[config.mk]
export PLATFORM = sky130hd
export DESIGN_NAME = hazard_unit_flat
export DESIGN_NICKNAME = d
export VERILOG_FILES = /design/src/rtl/hazard_pkg.sv /design/src/rtl/hazard_if.sv /design/src/rtl/hazard_fwd_sel.sv /design/src/rtl/hazard_unit.sv /design/src/flat_wrapper.sv
export SDC_FILE = /design/constraint.sdc
export NUM_CORES = 1
export LEC_CHECK = 0
export ABC_AREA = 1
export BUFFER_PORTS_ARGS = -buffer_cell sky130_fd_sc_hd__buf_2
export CAP_MARGIN = 20
export CELL_PAD_IN_SITES_DETAIL_PLACEMENT = 0
export CELL_PAD_IN_SITES_GLOBAL_PLACEMENT = 1
export CORE_ASPECT_RATIO = 1.25
export CORE_MARGIN = 2
export CORE_UTILIZATION = 25
export DETAILED_ROUTE_END_ITERATION = 6
export GPL_TIMING_DRIVEN = 0
export PLACE_DENSITY = 0.63
export SLEW_MARGIN = 20
export SYNTH_ARGS = -nofsm -noshare
export SYNTH_HDL_FRONTEND = slang
export SYNTH_SLANG_ARGS = --single-unit
[constraint.sdc]
create_clock -name clk -period 2.2 [get_ports clk]
set_input_delay 0.55 -clock clk [delete_from_list [all_inputs] [get_ports clk]]
set_output_delay 0.55 -clock clk [all_outputs]
set_load 0.03 [all_outputs]
[src/rtl/hazard_pkg.sv]
// Shared types for the pipeline hazard unit: FSM state encoding and
// forwarding-select encoding, plus the squash-window counter width.
package hazard_pkg;

  typedef enum logic [1:0] {
    HZ_RUN      = 2'd0,
    HZ_FLUSH    = 2'd1,
    HZ_MEM_WAIT = 2'd2
  } hz_state_e;

  typedef enum logic [1:0] {
    FWD_RF = 2'b00,
    FWD_MA = 2'b01,
    FWD_WB = 2'b10
  } fwd_sel_e;

  localparam int FLUSH_CNT_W = 4;

endpackage

[src/rtl/hazard_if.sv]
// Pipeline-side signal bundle of the hazard unit; the core drives the i_* side
// (master) and the hazard unit returns enables, flushes and forwarding selects (slave).
interface hazard_if
  import hazard_pkg::*;
#(
  parameter int REG_AW = 5
);
  logic              i_instr_ready;
  logic              i_data_ready;
  logic [REG_AW-1:0] i_id_rs1;
  logic [REG_AW-1:0] i_id_rs2;
  logic              i_id_rs1_used;
  logic              i_id_rs2_used;
  logic [REG_AW-1:0] i_ex_rs1;
  logic [REG_AW-1:0] i_ex_rs2;
  logic [REG_AW-1:0] i_ex_rd;
  logic              i_ex_reg_wr;
  logic              i_ex_is_load;
  logic [REG_AW-1:0] i_ma_rd;
  logic              i_ma_reg_wr;
  logic [REG_AW-1:0] i_wb_rd;
  logic              i_wb_reg_wr;
  logic              i_ex_branch_taken;
  logic              o_if_clk_en;
  logic              o_id_clk_en;
  logic              o_ex_clk_en;
  logic              o_ma_clk_en;
  logic              o_id_flush;
  logic              o_ex_flush;
  fwd_sel_e          o_fwd_rs1_sel;
  fwd_sel_e          o_fwd_rs2_sel;
  logic              o_mem_timeout;

  modport master (
    output i_instr_ready, i_data_ready, i_id_rs1, i_id_rs2, i_id_rs1_used, i_id_rs2_used,
           i_ex_rs1, i_ex_rs2, i_ex_rd, i_ex_reg_wr, i_ex_is_load, i_ma_rd, i_ma_reg_wr,
           i_wb_rd, i_wb_reg_wr, i_ex_branch_taken,
    input  o_if_clk_en, o_id_clk_en, o_ex_clk_en, o_ma_clk_en, o_id_flush, o_ex_flush,
           o_fwd_rs1_sel, o_fwd_rs2_sel, o_mem_timeout
  );

  modport slave (
    input  i_instr_ready, i_data_ready, i_id_rs1, i_id_rs2, i_id_rs1_used, i_id_rs2_used,
           i_ex_rs1, i_ex_rs2, i_ex_rd, i_ex_reg_wr, i_ex_is_load, i_ma_rd, i_ma_reg_wr,
           i_wb_rd, i_wb_reg_wr, i_ex_branch_taken,
    output o_if_clk_en, o_id_clk_en, o_ex_clk_en, o_ma_clk_en, o_id_flush, o_ex_flush,
           o_fwd_rs1_sel, o_fwd_rs2_sel, o_mem_timeout
  );

endinterface

[src/rtl/hazard_fwd_sel.sv]
// Forwarding select for one EX source operand: the younger MA result wins over WB,
// and x0 is never forwarded.
module hazard_fwd_sel
  import hazard_pkg::*;
#(
  parameter int REG_AW = 5
) (
  input  logic [REG_AW-1:0] i_rs,
  input  logic [REG_AW-1:0] i_ma_rd,
  input  logic              i_ma_reg_wr,
  input  logic [REG_AW-1:0] i_wb_rd,
  input  logic              i_wb_reg_wr,
  output fwd_sel_e          o_sel
);

  always_comb begin
    o_sel = FWD_RF;
    if (i_rs != '0) begin
      if (i_ma_reg_wr && (i_ma_rd == i_rs)) begin
        o_sel = FWD_MA;
      end else if (i_wb_reg_wr && (i_wb_rd == i_rs)) begin
        o_sel = FWD_WB;
      end
    end
  end

endmodule

[src/rtl/hazard_unit.sv]
// Pipeline hazard unit: forwarding, load-use bubble, branch squash window and data-memory
// wait with watchdog. Optional perf counters are enabled by defining HAZARD_PERF_CNT_EN.
//
// state       | meaning
// HZ_RUN      | normal flow; load-use and instruction-wait stalls may apply
// HZ_FLUSH    | post-redirect squash window, IF/ID cleared while flush_cnt counts down
// HZ_MEM_WAIT | data memory not ready, whole pipe frozen; resumes RUN or FLUSH
module hazard_unit
  import hazard_pkg::*;
#(
  parameter int REG_AW       = 5,
  parameter int FLUSH_CYCLES = 1,
  parameter int MEM_TIMEOUT  = 256,
  parameter int CNT_W        = 32
) (
  input  logic             clk,
  input  logic             rst,
  hazard_if.slave          bus
`ifdef HAZARD_PERF_CNT_EN
  ,
  output logic [CNT_W-1:0] o_cnt_load_use,
  output logic [CNT_W-1:0] o_cnt_flush,
  output logic [CNT_W-1:0] o_cnt_mem_wait
`endif
);

  localparam int WD_W = $clog2(MEM_TIMEOUT + 1);

  if (FLUSH_CYCLES > 15 || MEM_TIMEOUT < 2 || CNT_W < 1) begin : g_bad_params
    $fatal(1, "hazard_unit: parameter out of range");
  end

  hz_state_e              state_q, state_d, eff_state;
  logic [FLUSH_CNT_W-1:0] flush_cnt_q, flush_cnt_d;
  logic [WD_W-1:0]        wd_cnt_q, wd_cnt_d;
  logic                   timeout_q, timeout_d;
  logic                   load_use;
  logic                   if_en, id_en, ex_en, ma_en, id_flush, ex_flush;
  fwd_sel_e               fwd_rs1, fwd_rs2;

  hazard_fwd_sel #(.REG_AW(REG_AW)) u_fwd_rs1 (
    .i_rs(bus.i_ex_rs1), .i_ma_rd(bus.i_ma_rd), .i_ma_reg_wr(bus.i_ma_reg_wr),
    .i_wb_rd(bus.i_wb_rd), .i_wb_reg_wr(bus.i_wb_reg_wr), .o_sel(fwd_rs1)
  );

  hazard_fwd_sel #(.REG_AW(REG_AW)) u_fwd_rs2 (
    .i_rs(bus.i_ex_rs2), .i_ma_rd(bus.i_ma_rd), .i_ma_reg_wr(bus.i_ma_reg_wr),
    .i_wb_rd(bus.i_wb_rd), .i_wb_reg_wr(bus.i_wb_reg_wr), .o_sel(fwd_rs2)
  );

  assign load_use = bus.i_ex_reg_wr && bus.i_ex_is_load &&
                    ((bus.i_id_rs1_used && (bus.i_id_rs1 != '0) && (bus.i_id_rs1 == bus.i_ex_rd)) ||
                     (bus.i_id_rs2_used && (bus.i_id_rs2 != '0) && (bus.i_id_rs2 == bus.i_ex_rd)));

  // A non-zero squash counter only exists inside the flush window, so it also
  // records which state a memory wait has to resume into.
  always_comb begin
    eff_state = state_q;
    if (state_q == HZ_MEM_WAIT) begin
      eff_state = (flush_cnt_q != '0) ? HZ_FLUSH : HZ_RUN;
    end
  end

  always_comb begin
    state_d     = eff_state;
    flush_cnt_d = flush_cnt_q;
    if_en       = 1'b1;
    id_en       = 1'b1;
    ex_en       = 1'b1;
    ma_en       = 1'b1;
    id_flush    = 1'b0;
    ex_flush    = 1'b0;
    if (!bus.i_data_ready) begin
      if_en   = 1'b0;
      id_en   = 1'b0;
      ex_en   = 1'b0;
      ma_en   = 1'b0;
      state_d = HZ_MEM_WAIT;
    end else if (bus.i_ex_branch_taken) begin
      id_flush = 1'b1;
      ex_flush = 1'b1;
      if (FLUSH_CYCLES > 0) begin
        state_d     = HZ_FLUSH;
        flush_cnt_d = FLUSH_CNT_W'(FLUSH_CYCLES);
      end else begin
        state_d = HZ_RUN;
      end
    end else if (eff_state == HZ_FLUSH) begin
      id_flush    = 1'b1;
      flush_cnt_d = flush_cnt_q - FLUSH_CNT_W'(1);
      if (flush_cnt_q == FLUSH_CNT_W'(1)) begin
        state_d = HZ_RUN;
      end
      if (!bus.i_instr_ready) begin
        if_en    = 1'b0;
        id_en    = 1'b0;
        ex_flush = 1'b1;
      end
    end else if (load_use || !bus.i_instr_ready) begin
      if_en    = 1'b0;
      id_en    = 1'b0;
      ex_flush = 1'b1;
    end
  end

  always_comb begin
    wd_cnt_d  = '0;
    timeout_d = timeout_q;
    if (!bus.i_data_ready) begin
      wd_cnt_d = (wd_cnt_q == WD_W'(MEM_TIMEOUT)) ? wd_cnt_q : wd_cnt_q + WD_W'(1);
      if (wd_cnt_d == WD_W'(MEM_TIMEOUT)) begin
        timeout_d = 1'b1;
      end
    end
  end

  always_ff @(posedge clk) begin
    if (rst) begin
      state_q     <= HZ_RUN;
      flush_cnt_q <= '0;
      wd_cnt_q    <= '0;
      timeout_q   <= 1'b0;
    end else begin
      state_q     <= state_d;
      flush_cnt_q <= flush_cnt_d;
      wd_cnt_q    <= wd_cnt_d;
      timeout_q   <= timeout_d;
    end
  end

  assign bus.o_if_clk_en   = rst | if_en;
  assign bus.o_id_clk_en   = rst | id_en;
  assign bus.o_ex_clk_en   = rst | ex_en;
  assign bus.o_ma_clk_en   = rst | ma_en;
  assign bus.o_id_flush    = rst | id_flush;
  assign bus.o_ex_flush    = rst | ex_flush;
  assign bus.o_fwd_rs1_sel = rst ? FWD_RF : fwd_rs1;
  assign bus.o_fwd_rs2_sel = rst ? FWD_RF : fwd_rs2;
  assign bus.o_mem_timeout = timeout_q;

`ifdef HAZARD_PERF_CNT_EN
  logic             own_lu, own_fl, own_mw;
  logic [CNT_W-1:0] cnt_lu_q, cnt_lu_d, cnt_fl_q, cnt_fl_d, cnt_mw_q, cnt_mw_d;

  // Each cycle is charged to at most one cause, following the stall priority.
  assign own_mw = !bus.i_data_ready;
  assign own_fl = bus.i_data_ready && (bus.i_ex_branch_taken || (eff_state == HZ_FLUSH));
  assign own_lu = bus.i_data_ready && !bus.i_ex_branch_taken && (eff_state != HZ_FLUSH) && load_use;

  always_comb begin
    cnt_lu_d = cnt_lu_q;
    cnt_fl_d = cnt_fl_q;
    cnt_mw_d = cnt_mw_q;
    if (own_lu && (cnt_lu_q != '1)) cnt_lu_d = cnt_lu_q + CNT_W'(1);
    if (own_fl && (cnt_fl_q != '1)) cnt_fl_d = cnt_fl_q + CNT_W'(1);
    if (own_mw && (cnt_mw_q != '1)) cnt_mw_d = cnt_mw_q + CNT_W'(1);
  end

  always_ff @(posedge clk) begin
    if (rst) begin
      cnt_lu_q <= '0;
      cnt_fl_q <= '0;
      cnt_mw_q <= '0;
    end else begin
      cnt_lu_q <= cnt_lu_d;
      cnt_fl_q <= cnt_fl_d;
      cnt_mw_q <= cnt_mw_d;
    end
  end

  assign o_cnt_load_use = cnt_lu_q;
  assign o_cnt_flush    = cnt_fl_q;
  assign o_cnt_mem_wait = cnt_mw_q;
`endif

endmodule

[src/flat_wrapper.sv]
// flat-port wrapper written by rule: the top's interface ports become plain ports
module hazard_unit_flat import hazard_pkg::*;
#(
  parameter int REG_AW       = 5,
  parameter int FLUSH_CYCLES = 1,
  parameter int MEM_TIMEOUT  = 256,
  parameter int CNT_W        = 32
)
  (clk, rst, bus_i_instr_ready, bus_i_data_ready, bus_i_id_rs1, bus_i_id_rs2, bus_i_id_rs1_used, bus_i_id_rs2_used, bus_i_ex_rs1, bus_i_ex_rs2, bus_i_ex_rd, bus_i_ex_reg_wr, bus_i_ex_is_load, bus_i_ma_rd, bus_i_ma_reg_wr, bus_i_wb_rd, bus_i_wb_reg_wr, bus_i_ex_branch_taken, bus_o_if_clk_en, bus_o_id_clk_en, bus_o_ex_clk_en, bus_o_ma_clk_en, bus_o_id_flush, bus_o_ex_flush, bus_o_fwd_rs1_sel, bus_o_fwd_rs2_sel, bus_o_mem_timeout);
  hazard_if #(.REG_AW(REG_AW)) bus_i ();
  input  logic clk;
  input  logic rst;
  input wire logic [$bits(bus_i.i_instr_ready)-1:0] bus_i_instr_ready;
  input wire logic [$bits(bus_i.i_data_ready)-1:0] bus_i_data_ready;
  input wire logic [$bits(bus_i.i_id_rs1)-1:0] bus_i_id_rs1;
  input wire logic [$bits(bus_i.i_id_rs2)-1:0] bus_i_id_rs2;
  input wire logic [$bits(bus_i.i_id_rs1_used)-1:0] bus_i_id_rs1_used;
  input wire logic [$bits(bus_i.i_id_rs2_used)-1:0] bus_i_id_rs2_used;
  input wire logic [$bits(bus_i.i_ex_rs1)-1:0] bus_i_ex_rs1;
  input wire logic [$bits(bus_i.i_ex_rs2)-1:0] bus_i_ex_rs2;
  input wire logic [$bits(bus_i.i_ex_rd)-1:0] bus_i_ex_rd;
  input wire logic [$bits(bus_i.i_ex_reg_wr)-1:0] bus_i_ex_reg_wr;
  input wire logic [$bits(bus_i.i_ex_is_load)-1:0] bus_i_ex_is_load;
  input wire logic [$bits(bus_i.i_ma_rd)-1:0] bus_i_ma_rd;
  input wire logic [$bits(bus_i.i_ma_reg_wr)-1:0] bus_i_ma_reg_wr;
  input wire logic [$bits(bus_i.i_wb_rd)-1:0] bus_i_wb_rd;
  input wire logic [$bits(bus_i.i_wb_reg_wr)-1:0] bus_i_wb_reg_wr;
  input wire logic [$bits(bus_i.i_ex_branch_taken)-1:0] bus_i_ex_branch_taken;
  output wire logic [$bits(bus_i.o_if_clk_en)-1:0] bus_o_if_clk_en;
  output wire logic [$bits(bus_i.o_id_clk_en)-1:0] bus_o_id_clk_en;
  output wire logic [$bits(bus_i.o_ex_clk_en)-1:0] bus_o_ex_clk_en;
  output wire logic [$bits(bus_i.o_ma_clk_en)-1:0] bus_o_ma_clk_en;
  output wire logic [$bits(bus_i.o_id_flush)-1:0] bus_o_id_flush;
  output wire logic [$bits(bus_i.o_ex_flush)-1:0] bus_o_ex_flush;
  output wire logic [$bits(bus_i.o_fwd_rs1_sel)-1:0] bus_o_fwd_rs1_sel;
  output wire logic [$bits(bus_i.o_fwd_rs2_sel)-1:0] bus_o_fwd_rs2_sel;
  output wire logic [$bits(bus_i.o_mem_timeout)-1:0] bus_o_mem_timeout;
  assign bus_i.i_instr_ready = bus_i_instr_ready;
  assign bus_i.i_data_ready = bus_i_data_ready;
  assign bus_i.i_id_rs1 = bus_i_id_rs1;
  assign bus_i.i_id_rs2 = bus_i_id_rs2;
  assign bus_i.i_id_rs1_used = bus_i_id_rs1_used;
  assign bus_i.i_id_rs2_used = bus_i_id_rs2_used;
  assign bus_i.i_ex_rs1 = bus_i_ex_rs1;
  assign bus_i.i_ex_rs2 = bus_i_ex_rs2;
  assign bus_i.i_ex_rd = bus_i_ex_rd;
  assign bus_i.i_ex_reg_wr = bus_i_ex_reg_wr;
  assign bus_i.i_ex_is_load = bus_i_ex_is_load;
  assign bus_i.i_ma_rd = bus_i_ma_rd;
  assign bus_i.i_ma_reg_wr = bus_i_ma_reg_wr;
  assign bus_i.i_wb_rd = bus_i_wb_rd;
  assign bus_i.i_wb_reg_wr = bus_i_wb_reg_wr;
  assign bus_i.i_ex_branch_taken = bus_i_ex_branch_taken;
  assign bus_o_if_clk_en = bus_i.o_if_clk_en;
  assign bus_o_id_clk_en = bus_i.o_id_clk_en;
  assign bus_o_ex_clk_en = bus_i.o_ex_clk_en;
  assign bus_o_ma_clk_en = bus_i.o_ma_clk_en;
  assign bus_o_id_flush = bus_i.o_id_flush;
  assign bus_o_ex_flush = bus_i.o_ex_flush;
  assign bus_o_fwd_rs1_sel = bus_i.o_fwd_rs1_sel;
  assign bus_o_fwd_rs2_sel = bus_i.o_fwd_rs2_sel;
  assign bus_o_mem_timeout = bus_i.o_mem_timeout;
  hazard_unit #(.REG_AW(REG_AW), .FLUSH_CYCLES(FLUSH_CYCLES), .MEM_TIMEOUT(MEM_TIMEOUT), .CNT_W(CNT_W)) u_core (.clk(clk), .rst(rst), .bus(bus_i));
endmodule
==> impl_metrics.yaml <==
synthesis:
  syn_avg_cell_area_um2: 5.94
  synth_flop_cell: "dfxtp_1"
  netlist_area_mm2: 0.00153
  synth_edf_count: 0
  async_reset_ff_share_pct: 0
  synth_most_common_cell: "nand2_1"
  ys_ff_latch: 16
  synthesis.nets: 307
  ys_seq_area_share_pct: 21.0
  yosysTopAreaCellShare_pct: 21.0
  synth_top_cell_by_area: "dfxtp_1"
  yosys-top-cells-count: "nand2_1 (61), inv_1 (45), nor2_1 (33), dfxtp_1 (16), nand3_1 (14)"
  ys_warn_count: 0
  ys_types: 33
  postSynthCellCount: 257
  synth_area_leaders: "dfxtp_1 (21%), nand2_1 (15%), inv_1 (11%), nor2_1 (8.1%), xor2_1 (7.5%)"
critical_path:
  cp_cell_sequence: "inv_2, ha_4, nand3_2, a21o_2, buf_4, nand2_4, nand2_4, nand2_4, nand2_4, buf_6"
  cp_max_fo: 4
  crit_type: "register to output pin"
  endpoint_kind: "output pin"
  slowest_stage: "dfxtp_2"
  cp_num_buf_inv: 3
  startpoint_type: "register"
  cp.required_ps: 1650
  critPathMostFrequentCell: "nand2_4"
  critPathTopFamily: "buffers and inverters"
  cpPeakStageDelay_ps: 330
  worst-endpoint-arrival_ps: 1600
grt:
  grt_pass1_wl_mm: 7.00
  grt_usage_pct: 12.9
  gr-usage-met1_pct: 14.9
  grt_pass1_vias: 1688
  grt_most_used_layer: "met2"
  antenna_found_initial: 0
  overflow: 0
  grt_util_met2_pct: 23.6
  grt_max_degree: 12
  gr-usage-met3_pct: 1.44
timing:
  setup_viol: 0
  hold_slack_ps: 459
  rsz0062_at_grt: "true"
  worstMarginPinSlew_ps: 335
  slew_headroom_pct: 77.6
  skew_ps: 2.71
  hold_viol_final: 0
  maxSlewViolCount: 0
  fin_crit_ps: 2150
  finalWorstSetupSlack_ps: 49.2
  fmax_ghz: 0.465
  finalCritPeriodShare_pct: 97.8
die:
  dieArea_mm2: 0.00675
  initial_utilization_pct: 26.1
  die_h_um: 91.4
  rows: 31
  io_pins: 57
  core_area_mm2: 0.00586
  fp.dieW_um: 73.9
drt:
  drt_pass1_iterations: 4
  post_drt_wl_per_cell_um: 10.2
  drtAntennaViolNets: 0
  drcViolationCount: 0
  wirelength_mm: 4.15
  vias_per_cell: 4.27
  first_iter_violations: 33
  num_vias: 1736
placed_design:
  place_area_mm2: 0.00191
  hpwlAfterDp_mm: 3.39
  globalplace.congestion: 0.779
  port_buffers: 55
  dp_cells: 394
  post-place-ws_ps: -8.21
layout:
  finalNonFillerCells: 407
  nets: 376
  drive_gt1_share_pct: 34.5
  fin_area_mm2: 0.00214
  antenna_cells: 0
  fin_util_pct: 36.6
  area_growth_pct: 40.4
clock_network:
  numCtsBuffers: 3
  h-tree-depth: 1
  cts_tree: "yes"
  clock_tree.root_cell: "clkbuf_8"
  cts.reportedPaths.clkPinSlew_ps: 70
  cts.sinks: 16
  ctsHoldBuffers: 0
  insertion_delay_ps: 250
  clockBufferDepth: 2
power:
  p_leak_nw: 1.14
  power_density_mw_per_mm2: 397
  ir_worst_vdd_uv: 176
hold_path:
  worstHoldPathType: "register to register"
status:
  status: "finished, final reports clean"
job:
  cap_violations: 0
==> report_power, final <==
part	total, mW	switching, mW	internal [mW]
registers	0.306	0.00678	0.300
clock network	0.262	0.103	0.159
logic	0.284	0.155	0.129
total	0.852	0.265	0.587
==> path summary, 6_finish.rpt <==
check / start / to / slack (ps) / cells after the start
max: u_core.flush_cnt_q[0] / bus_o_id_flush / 50 / 10
min: u_core.bus.o_mem_timeout / u_core.bus.o_mem_timeout / 460 / 2
max reg2reg: u_core.flush_cnt_q[0] / u_core.flush_cnt_q[2] / 690 / 11
min reg2reg: u_core.bus.o_mem_timeout / u_core.bus.o_mem_timeout / 460 / 2
==> what timing repair did <==
action	in CTS	in global routing
endpoints found under the setup margin	4	6
gates resized for setup	14	23
pin swaps	6	10
buffers inserted	6	4
==> registers in the layout, summed over array words and instances, names as in the netlist <==
register and count:
u_core.flush_cnt_q 4, u_core.bus.o_mem_timeout 1, u_core.wd_cnt_q 9, u_core.state_q 2
==> tightest hold or removal path, delay by kind of cell, from the launching register on <==
kind / cells / cell delay [ps]
compound gates: 1 / 50
buf+inv: 1 / 60
flops: 1 / 310
==> per-stage QoR <==
stage               setup TNS, ps  total power, mW
CTS                             0            0.839
floorplan                       0            0.452
global placement            -60.3            0.545
finish                          0            0.852
detailed placement          -8.21            0.543
global route                -16.8            0.912
==> layout by cell type (no fill, tap or decap), types with 4 or more instances in the layout <==
master / netlist / routed
a21oi_1: 7 / 5
buf_2: 2 / 51
buf_4: 2 / 12
buf_6: 0 / 5
clkbuf_8: 0 / 4
dfxtp_1: 16 / 14
inv_1: 45 / 43
inv_2: 3 / 5
nand2_1: 61 / 58
nand2_2: 11 / 10
nand2_4: 0 / 4
nand3_1: 14 / 11
nand3_2: 4 / 7
nand4_1: 5 / 5
nor2_1: 33 / 31
nor3_1: 7 / 7
o21ai_0: 9 / 9
xor2_1: 13 / 13
==> area by class of cell <==
cell class / instances / area, um2
multi-input combinational: 188 / 1080
sequential: 16 / 323
inverter: 49 / 185
buffer: 3 / 20.0
clock buffer: 4 / 55.1
timing repair buffer: 65 / 382
fill: 643 / 3710
tap: 82 / 103
==> layer usage <==
metal | vias to the layer above | wire length [um]
met5 | - | 0
met4 | 0 | 47
met3 | 2 | 172
met2 | 34 | 2220
met1 | 766 | 1710
li1 | 934 | -
==> logic make-up after synthesis <==
logic type      synth area share, %
compound gates                 11.4
fa+ha+maj                      3.28
simple gates                   42.0
buf+inv                        13.8
flops                          21.0
xor+xnor                       8.61
No activity file was read; power rests on OpenSTA's default activity.
